## src/rtl/block_spi_master.sv

```systemverilog
// ---- block_spi_master : SPI mode-0 initiator, one {address,data} 16-bit frame per start (rev 1.0)
// ---- Define SPI_MASTER_READBACK_EN to capture the 16 bits returned on MISO during the frame.
`default_nettype none

module block_spi_master #(
  parameter int CLK_DIV = 4
) (
  input  logic       clk,
  input  logic       resetn,
  input  logic       start,
  input  logic [7:0] address_in,
  input  logic [7:0] data_in,
  output logic       busy,
  output logic       done,
  output logic [7:0] rx_address,
  output logic [7:0] rx_data,
  output logic       SPI_SCK,
  output logic       SPI_CS,
  output logic       SPI_MOSI,
  input  logic       SPI_MISO
);

  localparam int               CNT_W      = $clog2(CLK_DIV + 1);
  localparam logic [CNT_W-1:0] CNT_RELOAD = CNT_W'(CLK_DIV - 1);
  localparam logic [4:0]       LAST_BIT   = 5'd16;

  typedef enum logic [1:0] {
    S_IDLE  = 2'd0,
    S_SETUP = 2'd1,
    S_SHIFT = 2'd2,
    S_GAP   = 2'd3
  } state_t;

  state_t           state_q;
  logic [CNT_W-1:0] cnt_q;
  logic [4:0]       bit_q;
  logic [15:0]      tx_q;
  logic             sck_q;
  logic             cs_q;
  logic             mosi_q;
  logic             busy_q;
  logic             done_q;

  logic             phase_end;
  logic             sample_en;
  logic             finish_en;
  logic [CNT_W-1:0] cnt_dec;

  assign phase_end = (cnt_q == '0);
  assign cnt_dec   = cnt_q - CNT_W'(1);
  // sample_en marks the edge on which SCK is driven 0->1
  assign sample_en = phase_end &&
                     ((state_q == S_SETUP) ||
                      ((state_q == S_SHIFT) && !sck_q && (bit_q != LAST_BIT)));
  assign finish_en = phase_end && (state_q == S_GAP);

  always_ff @(posedge clk) begin
    if (!resetn) begin
      state_q <= S_IDLE;
      cnt_q   <= '0;
      bit_q   <= '0;
      tx_q    <= '0;
      sck_q   <= 1'b0;
      cs_q    <= 1'b1;
      mosi_q  <= 1'b0;
      busy_q  <= 1'b0;
      done_q  <= 1'b0;
    end else begin
      done_q <= 1'b0;
      case (state_q)
        S_IDLE: begin
          if (start) begin
            tx_q    <= {address_in, data_in};
            mosi_q  <= address_in[7];
            cs_q    <= 1'b0;
            busy_q  <= 1'b1;
            cnt_q   <= CNT_RELOAD;
            bit_q   <= '0;
            state_q <= S_SETUP;
          end
        end
        S_SETUP: begin
          if (phase_end) begin
            sck_q   <= 1'b1;
            bit_q   <= 5'd1;
            cnt_q   <= CNT_RELOAD;
            state_q <= S_SHIFT;
          end else begin
            cnt_q <= cnt_dec;
          end
        end
        S_SHIFT: begin
          if (phase_end) begin
            cnt_q <= CNT_RELOAD;
            if (sck_q) begin
              sck_q <= 1'b0;
              if (bit_q != LAST_BIT) begin
                tx_q   <= {tx_q[14:0], 1'b0};
                mosi_q <= tx_q[14];
              end
            end else if (bit_q == LAST_BIT) begin
              cs_q    <= 1'b1;
              mosi_q  <= 1'b0;
              state_q <= S_GAP;
            end else begin
              sck_q <= 1'b1;
              bit_q <= bit_q + 5'd1;
            end
          end else begin
            cnt_q <= cnt_dec;
          end
        end
        S_GAP: begin
          if (phase_end) begin
            done_q  <= 1'b1;
            busy_q  <= 1'b0;
            state_q <= S_IDLE;
          end else begin
            cnt_q <= cnt_dec;
          end
        end
        default: begin
          state_q <= S_IDLE;
          cs_q    <= 1'b1;
          sck_q   <= 1'b0;
          mosi_q  <= 1'b0;
          busy_q  <= 1'b0;
        end
      endcase
    end
  end

`ifdef SPI_MASTER_READBACK_EN
  logic [15:0] rx_q;
  logic [7:0]  rx_address_q;
  logic [7:0]  rx_data_q;

  always_ff @(posedge clk) begin
    if (!resetn) begin
      rx_q         <= '0;
      rx_address_q <= '0;
      rx_data_q    <= '0;
    end else begin
      if (sample_en) begin
        rx_q <= {rx_q[14:0], SPI_MISO};
      end
      if (finish_en) begin
        rx_address_q <= rx_q[15:8];
        rx_data_q    <= rx_q[7:0];
      end
    end
  end

  assign rx_address = rx_address_q;
  assign rx_data    = rx_data_q;
`else
  logic miso_unused;
  logic sample_unused;
  logic finish_unused;

  assign miso_unused   = SPI_MISO;
  assign sample_unused = sample_en;
  assign finish_unused = finish_en;
  assign rx_address    = 8'h00;
  assign rx_data       = 8'h00;
`endif

  assign busy     = busy_q;
  assign done     = done_q;
  assign SPI_SCK  = sck_q;
  assign SPI_CS   = cs_q;
  assign SPI_MOSI = mosi_q;

endmodule

`default_nettype wire
```

## config.mk

```make
export PLATFORM = sky130hd
export DESIGN_NAME = block_spi_master
export DESIGN_NICKNAME = d
export VERILOG_FILES = /design/src/rtl/block_spi_master.sv
export SDC_FILE = /design/constraint.sdc
export NUM_CORES = 1
export LEC_CHECK = 0
export BUFFER_PORTS_ARGS = -buffer_cell sky130_fd_sc_hd__buf_2
export CAP_MARGIN = 20
export CORE_UTILIZATION = 53
export CTS_CLUSTER_DIAMETER = 120
export CTS_CLUSTER_SIZE = 12
export DETAILED_ROUTE_END_ITERATION = 8
export PLACE_DENSITY = 0.79
export SYNTH_ARGS = -nofsm -noshare
export SYNTH_HDL_FRONTEND = slang
export SYNTH_SLANG_ARGS = --single-unit
```

## constraint.sdc

```tcl
create_clock -name clk -period 2.3 [get_ports clk]
set_input_delay 0.23 -clock clk [delete_from_list [all_inputs] [get_ports clk]]
set_output_delay 0.23 -clock clk [all_outputs]
set_load 0.02 [all_outputs]
```

# After elaboration in Yosys (flattened, before gate mapping)
# Cells that the tools add are included.
dict set report word_totals {
  mem_bits_ro 0
  regBits 30
  input_bits 20
  mem_bits_rw 0
  memories 0
  output_inout_bits 21
  latchBits 0
  wordCells 86
}
dict set report op_classes {
  n_bitwise 0
  multipliers 0
  mux 42
  n_addsub 2
  div_mod_pow 0
  n_shift 0
  n_lt_le_gt_ge 0
  n_reduce_logical 16
  eq_ne 17
}
# operator count
set op_table {}
lappend op_table {{15-bit two-way mux} 4}
lappend op_table {{15-bit one-hot mux with 2 select lines} 1}
lappend op_table {{5-bit two-way mux} 5}
lappend op_table {{1-bit two-way mux} 16}
lappend op_table {{2-bit inequality test, second input constant} 8}
lappend op_table {{5-bit one-hot mux with 3 select lines} 1}
lappend op_table {{5-bit AND reduction} 3}
lappend op_table {{2-bit two-way mux} 6}
lappend op_table {{6-bit AND reduction} 2}
lappend op_table {{3-bit two-way mux} 3}
lappend op_table {{3-bit one-hot mux with 3 select lines} 1}
lappend op_table {{1-bit one-hot mux with 2 select lines} 4}
lappend op_table {{2-bit one-hot mux with 4 select lines} 1}
lappend op_table {{3-bit by 2-bit inequality test with 1-bit output, second input constant} 2}
lappend op_table {{3-bit AND reduction} 2}
lappend op_table {{2-bit nonzero test} 3}
lappend op_table {{5-bit by 1-bit adder with 5-bit output, second input constant} 1}
lappend op_table {{5-bit equality test, second input constant} 1}
lappend op_table {{5-bit inequality test, second input constant} 1}
lappend op_table {{2-bit equality test, second input constant} 2}
lappend op_table {{2-bit by 1-bit inequality test with 1-bit output, second input constant} 2}
lappend op_table {{2-bit AND reduction} 2}
lappend op_table {{3-bit logical NOT} 1}
lappend op_table {{3-bit nonzero test} 1}
lappend op_table {{4 further kinds} 4}

# Longest topological paths before layout
# Gate-level depths: netlist of run 1.
dict set report depth {
  depth_word 5
  ltp_mapped 9
}

# Least setup slack after synthesis of run 1
# OpenSTA, ideal clock, no wires.
dict set report synth_timing {
  kind {register to register}
  start {register state_q[0]}
  end {register tx_q[10]}
  required_ns 2.166
  path_slack_ns 0.324
  path_stages_with_launch 10
  setup_time_ns 0.134
  arrival_time_ns 1.842
  synth_period_minus_slack_ns 1.976
  cell_sequence {dfxtp_1 > inv_1 > ha_1 > nor2b_1 > buf_2 > a211oi_2 > and2_0 > buf_2 > buf_4 > a211oi_1}
}
dict set report synth_via {
  elab_chain_cells 3
  word_cells_on_any_way 9
  classes_between {eq/ne: 5; mux: 1; reduce/logical: 3}
}
# item line_no
set synth_rtl {}
lappend synth_rtl {{start: declaration} 34} ;# state_t state_q;
lappend synth_rtl {{start signal: assignment} 59} ;# state_q <= S_IDLE;
lappend synth_rtl {{start signal: assignment} 79} ;# state_q <= S_SETUP;
lappend synth_rtl {{start signal: assignment} 87} ;# state_q <= S_SHIFT;
lappend synth_rtl {{2-bit equality test / 2-bit logical NOT (equally long branches)} 70} ;# case (state_q)
lappend synth_rtl {{2-bit by 1-bit inequality test with 1-bit output (no source line), or another cell as far along} n/a}
lappend synth_rtl {{5-bit AND reduction (no source line)} n/a}
lappend synth_rtl {{end signal: assignment} 73} ;# tx_q <= {address_in, data_in};
lappend synth_rtl {{end signal: assignment} 98} ;# tx_q <= {tx_q[14:0], 1'b0};
lappend synth_rtl {{end: declaration} 37} ;# logic [15:0] tx_q;
# Several ways; a longest one is shown, not always the timed one.
# A chain may end at the register's enable or synchronous reset.

# Final worst setup path of run 1
dict set report layout_timing {
  start {register state_q[0]}
  end {register bit_q[3]}
}
dict set report layout_via {
  elab_chain_cells 3
  word_cells_on_any_way 11
  classes_between {eq/ne: 7; mux: 1; reduce/logical: 3}
}
# item line_no
set layout_rtl {}
lappend layout_rtl {{2-bit equality test, or another cell as far along} 70}
lappend layout_rtl {{2-bit inequality test (no source line) / 3-bit nonzero test (equally long branches)} n/a}
lappend layout_rtl {{6-bit AND reduction (no source line)} n/a}
lappend layout_rtl {{end signal: assignment} 107} ;# bit_q <= bit_q + 5'd1;
lappend layout_rtl {{end: declaration} 36} ;# logic [4:0] bit_q;
# Several ways; a longest one is shown, not always the timed one.

==> results of run 1 <==
state kept, by name, indices dropped and copies added, names as in the netlist:
register  count
cnt_q         3
state_q       2
tx_q         15
bit_q         5
done          1
SPI_CS        1
SPI_MOSI      1
busy          1
SPI_SCK       1
area by class of cell:
class / instances / area [um^2] / area share
inverter: 9 / 33.8 / 0.0175
clock buffer: 5 / 37.5 / 0.0195
clock inverter: 3 / 40.0 / 0.0208
multi-input combinational: 148 / 987 / 0.512
sequential: 30 / 601 / 0.311
timing repair buffer: 31 / 175 / 0.0908
tap: 44 / 55.1 / 0.0285
Yosys cell counts:
cell type  instances
a211o_4            1
a211oi_1          15
a211oi_2           1
a21oi_1           26
a22oi_1            1
a311oi_1           1
a31oi_1            2
a41oi_1            1
and2_0             1
and2_1             1
and2b_1            1
and3_1             3
and4bb_2           1
buf_1              1
buf_2              5
buf_4             18
buf_6              1
clkbuf_1           3
clkinv_1           1
conb_1             1
dfxtp_1           30
ha_1               9
inv_1              8
mux2i_1           18
nand2_1            8
nand2b_4           1
nand3_1            4
nand4_1            2
nor2_1             9
nor2b_1            3
nor3_1             6
o211ai_1           1
o21ai_0            7
o21ai_1            2
o311ai_0           1
o31a_1             1
o31ai_1            1
o32ai_1            2
o41ai_1            1
or4b_1             1
metal layers:
layer | up-vias | routed length [um] | global-route usage | share of wire
met4 | 0 | 41 | 0.0797 | 0.012
li1 | 748 | - | - | -
met3 | 6 | 156 | 0.0808 | 0.047
met2 | 33 | 1510 | 0.363 | 0.46
met1 | 688 | 1580 | 0.250 | 0.48
met5 | - | 0 | 0 | 0
logic make-up after synthesis:
| family | synth area share |
|---|---|
| AOI/OAI and AO/OA | 0.236 |
| and+or+nand+nor | 0.126 |
| buffers and inverters | 0.126 |
| DFF | 0.343 |
| muxes | 0.103 |
| adders and majority gates | 0.0643 |
| other | 0.00214 |
worst min-delay path by stage:
stage / start / to / cells past startpoint / slack, ns
6_report: data_in[0] / tx_q[0]$_SDFFE_PN0P_ / 3 / 0.13
2_1_floorplan: data_in[0] / tx_q[0]$_SDFFE_PN0P_ / 2 / 0.38
3_3_place_gp: tx_q[0]$_SDFFE_PN0P_ / tx_q[0]$_SDFFE_PN0P_ / 2 / 0.44
5_1_grt: data_in[0] / tx_q[0]$_SDFFE_PN0P_ / 3 / 0.14
4_1_cts: data_in[0] / tx_q[0]$_SDFFE_PN0P_ / 3 / 0.13
3_5_place_dp: tx_q[0]$_SDFFE_PN0P_ / tx_q[0]$_SDFFE_PN0P_ / 2 / 0.45
tightest hold or removal path, cell delays in order:
cell and delay [ns]:
buf_2 0.08, nand3_1 0.06, o21ai_1 0.06
power by group through the flow:
stage	combinational, uW	sequential (uW)	clock (uW)
finish	1330	782	412
global route	1500	805	450
CTS	1340	782	423
detailed placement	1330	793	0
global placement	1310	786	0
floorplan	1080	804	0
stage by stage:
| stage | total power [uW] | hold WS [ns] |
|---|---|---|
| 6_report | 2530 | 0.134 |
| 5_1_grt | 2750 | 0.140 |
| 2_1_floorplan | 1880 | 0.376 |
| 4_1_cts | 2540 | 0.126 |
| 3_3_place_gp | 2090 | 0.441 |
| 3_5_place_dp | 2120 | 0.448 |
==> impl_metrics.env, run 1 <==
export IMPL_status="complete, no violations"
export IMPL_hold_viol_final=0
export IMPL_synth_top_cell_area_share=0.343
export IMPL_drive_above_1_share=0.190
export IMPL_h_tree_depth=2
export IMPL_placed_area_um2=1850
export IMPL_clkSinkCount=30
export IMPL_pwr_share_seq=0.309
export IMPL_cts_tree="done"
export IMPL_fin_area_um2=1930
export IMPL_hold_buffers=0
export IMPL_dr_pass1_iters=5
export IMPL_overflow=0
export IMPL_start_util=0.565
export IMPL_clkPwrFrac=0.163
export IMPL_drt_iter0_drc=72
export IMPL_end_kind="flip-flop"
export IMPL_dpl_hpwl_um=2380
export IMPL_seq_area_frac_synth=0.343
export IMPL_dp_cells=262
export IMPL_cap_violations=0
export IMPL_gp_congestion=0.838
export IMPL_die_h_um=59.5
export IMPL_nets=254
export IMPL_reg2reg_slack_ns=0.28
export IMPL_slowest_delay_ns=0.50
export IMPL_core_um2=3100
export IMPL_ys_seq_elements=30
export IMPL_num_io_pins=41
export IMPL_clock_root_buffer="clkbuf_4"
export IMPL_fmax_mhz=496
export IMPL_clk_pin_slew_worst_paths_ns=0.10
export IMPL_antenna_found_initial=0
export IMPL_cp_num_buf_inv=1
export IMPL_clk_latency_ns=0.34
export IMPL_antenna_left=0
export IMPL_rows=20
export IMPL_crit_slowest_cell="or4b_1"
export IMPL_path_depth=6
export IMPL_r2r_start="state_q[0]$_SDFFE_PN0P_"
export IMPL_area_growth_pct=10.1
export IMPL_post_route_min_period_ns=2.02
export IMPL_synth_area_leader_cell="dfxtp_1"
export IMPL_vias_per_cell=5.46
export IMPL_p_leak_uw=0.000790
export IMPL_final_cells=270
export IMPL_synth_area_leaders="dfxtp_1 (34%), mux2i_1 (10%), buf_4 (7.7%), a21oi_1 (7.4%), a211oi_1 (6.4%)"
export IMPL_power_density_nw_per_um2=1310
export IMPL_portBuffers=23
export IMPL_p_sw_uw=1080
export IMPL_syn_inst=200
export IMPL_yosys_warnings=0
export IMPL_crit_path_start_kind="flip-flop"
export IMPL_critPathRequiredTime_ns=2.57
export IMPL_worstPathArrival_ns=2.29
export IMPL_setup_tns_ns=0
export IMPL_finalSetupViolations=0
export IMPL_cts_buffer_depth=2
export IMPL_synth_cell_types=40
export IMPL_post_cts_buffers=0
export IMPL_reg2reg_to="bit_q[3]$_SDFFE_PN0P_"
export IMPL_num_fill_cells=289
export IMPL_cts_resized=0
export IMPL_die_area_um2=3540
export IMPL_grt_max_degree=26
export IMPL_die_w_um=59.5
export IMPL_via_count=1475
export IMPL_fin_skew_ns=0.0142
export IMPL_critPathMaxFanout=7
export IMPL_drt_wirelength_per_cell_um=12.2
export IMPL_critPathKind="flip-flop to flip-flop"
export IMPL_final_cell_mix="dfxtp_1 (30), a21oi_1 (26), buf_2 (23)"
export IMPL_grt_first_pass_wirelength_um=5770
export IMPL_dp_slack_ns=0.294
export IMPL_track_usage=0.216
export IMPL_syn_area_per_cell_um2=8.76
export IMPL_layout_commonest_cell="dfxtp_1"
export IMPL_sw_frac_of_total=0.426
export IMPL_worst_slack_ns=0.283
export IMPL_final_util=0.622
export IMPL_pwr_share_comb=0.528
export IMPL_finalMaxSlewViolations=0
export IMPL_n_antenna_cell=0
export IMPL_cts_made_buffers=5
export IMPL_worstSetupStartpoint="state_q[0]$_SDFFE_PN0P_"
export IMPL_worst_ir_drop_vdd_mv=0.702
export IMPL_crit_chain="inv_1 > ha_1 > nor2b_1 > a211o_4 > or4b_1 > a31oi_1"
export IMPL_grt_pass1_vias=1315
export IMPL_drt_total_wl_um=3290
export IMPL_syn_cell_area_um2=1750
export IMPL_min_period_over_period=0.877
export IMPL_grt_setup_unrepaired="false"
export IMPL_worstRegToRegCells=6
export IMPL_intPower_uw=1450
export IMPL_crit_end="bit_q[3]$_SDFFE_PN0P_"
export IMPL_drcViolationCount=0
export IMPL_hold_path_class="primary input to flip-flop"
export IMPL_crit_family="simple AND/OR/NAND/NOR gates"
(Power assumes the default switching activity.)
==> run 2: changes to the inputs <==
CORE_UTILIZATION = 57   (was 53)
PLACE_DENSITY = 0.84   (was 0.79)
clock period = 2.45 ns   (was 2.3 ns; I/O delays follow)
==> run 2 against run 1 <==
Net effect:
- the flow now finishes with violations (design-rule violations)
- first-iteration DRC count down 47%
- power down 7.6%
- final area is 1.3% lower
- setup slack worse by 0.023 ns
- clock power down 11%
- register-to-register slack got worse by 0.02 ns
- global-route usage decreased by 0.70 points
- maximum frequency down 7.9%
- sequential power decreased by 6.0%
- cell count decreased by 5.9%
- critical path depth is the same
- worst hold slack better by 0.015 ns
- critical path type unchanged
==> impl_metrics.env, run 2 (synthesis gave the netlist of run 1 again) <==
export IMPL_via_count=1429
export IMPL_p_leak_uw=0.000777
export IMPL_layout_commonest_cell="dfxtp_1"
export IMPL_portBuffers=23
export IMPL_slowest_delay_ns=0.69
export IMPL_drt_wirelength_per_cell_um=12.7
export IMPL_clock_root_buffer="clkbuf_4"
export IMPL_hold_path_class="primary input to flip-flop"
export IMPL_final_cells=254
export IMPL_cts_made_buffers=5
export IMPL_setup_tns_ns=0
export IMPL_crit_family="simple AND/OR/NAND/NOR gates"
export IMPL_cts_resized=0
export IMPL_violations="design-rule violations"
export IMPL_dr_pass1_iters=6
export IMPL_clk_latency_ns=0.33
export IMPL_overflow=0
export IMPL_grt_setup_unrepaired="false"
export IMPL_post_cts_buffers=0
export IMPL_h_tree_depth=2
export IMPL_grt_max_degree=29
export IMPL_critPathKind="flip-flop to flip-flop"
export IMPL_critPathRequiredTime_ns=2.62
export IMPL_power_density_nw_per_um2=1230
export IMPL_critPathMaxFanout=28
export IMPL_nets=251
export IMPL_post_route_min_period_ns=2.19
export IMPL_n_antenna_cell=0
export IMPL_start_util=0.619
export IMPL_rows=19
export IMPL_num_io_pins=41
export IMPL_cap_violations=0
export IMPL_fin_skew_ns=0.0111
export IMPL_largest_registers="tx_q x15, bit_q x5, cnt_q x3"
export IMPL_fmax_mhz=457
export IMPL_grt_pass1_vias=1214
export IMPL_largest_reg_flops=15
export IMPL_crit_slowest_cell="and2_0"
export IMPL_hold_buffers=0
export IMPL_drive_above_1_share=0.179
export IMPL_cts_buffer_depth=2
export IMPL_crit_chain="inv_1 > ha_1 > buf_12 > a211oi_2 > and2_0 > a211oi_1"
export IMPL_drt_total_wl_um=3240
export IMPL_area_growth_pct=8.71
export IMPL_die_w_um=57.4
export IMPL_core_um2=2830
export IMPL_dpl_hpwl_um=2280
export IMPL_antenna_found_initial=0
export IMPL_placed_area_um2=1830
export IMPL_antenna_left=0
export IMPL_clkSinkCount=30
export IMPL_gp_congestion=0.817
export IMPL_final_cell_mix="dfxtp_1 (30), a21oi_1 (26), buf_2 (23)"
export IMPL_track_usage=0.209
export IMPL_status="finished with violations"
export IMPL_crit_path_start_kind="flip-flop"
export IMPL_die_area_um2=3300
export IMPL_fin_area_um2=1900
export IMPL_worst_ir_drop_vdd_mv=0.649
export IMPL_cts_tree="done"
export IMPL_top_register="tx_q"
export IMPL_vias_per_cell=5.63
export IMPL_hold_viol_final=0
export IMPL_drt_iter0_drc=38
export IMPL_cp_num_buf_inv=2
export IMPL_clk_pin_slew_worst_paths_ns=0.09
export IMPL_grt_first_pass_wirelength_um=5280
export IMPL_drcViolationCount=2
export IMPL_end_kind="flip-flop"
export IMPL_timing_slew_headroom=0.456
export IMPL_finalMaxSlewViolations=0
export IMPL_final_util=0.673
export IMPL_min_period_over_period=0.894
export IMPL_die_h_um=57.4
export IMPL_worstPathArrival_ns=2.36
export IMPL_dp_cells=246
export IMPL_tightest_slew_ns=0.815
export IMPL_finalSetupViolations=0
run 2: cell type report:
cell class                 instances  area, um^2
inverter                           9        33.8
sequential                        30         601
fill                             233         925
multi-input combinational        148         987
tap                               31        38.8
clock buffer                       8        78.8
timing repair buffer              28         165
run 2: per-layer routing:
metal / vias up / track usage / share of wire
met3: 8 / 0.0499 / 0.044
met2: 36 / 0.311 / 0.44
met1: 648 / 0.273 / 0.49
li1: 737 / - / -
met4: 0 / 0.129 / 0.020
met5: - / 0 / 0
run 2: stage by stage:
step                      hold WS, ns  total power [uW]  setup slack [ns]
after global placement          0.446              1940             0.355
final                           0.149              2340             0.260
after floorplan                 0.391              1770             0.474
after CTS                       0.137              2340             0.293
after detailed placement        0.448              1970             0.316
after global routing            0.130              2500             0.165
run 2: worst paths after layout:
path / start / end / slack (ns) / cells after the start
worst max-delay path: state_q[0]$_SDFFE_PN0P_ / tx_q[10]$_SDFFE_PN0P_ / 0.26 / 6
worst min-delay path: data_in[0] / tx_q[0]$_SDFFE_PN0P_ / 0.15 / 3
worst min register to register: bit_q[4]$_SDFFE_PN0P_ / bit_q[4]$_SDFFE_PN0P_ / 0.46 / 1
worst max register to register: state_q[0]$_SDFFE_PN0P_ / tx_q[10]$_SDFFE_PN0P_ / 0.26 / 6
run 2: power breakdown:
group	total (uW)	internal, uW	switching, uW
clock	367	196	171
sequential	735	642	92.9
combinational	1230	489	744
total	2340	1330	1010
run 2: worst reg2reg max path: cells and delay by family (launching register included):
kind            cells  cell delay, ns
simple gates        1            0.69
compound gates      2            0.41
flops               1            0.39
buf+inv             2            0.29
fa+ha+maj           1            0.26
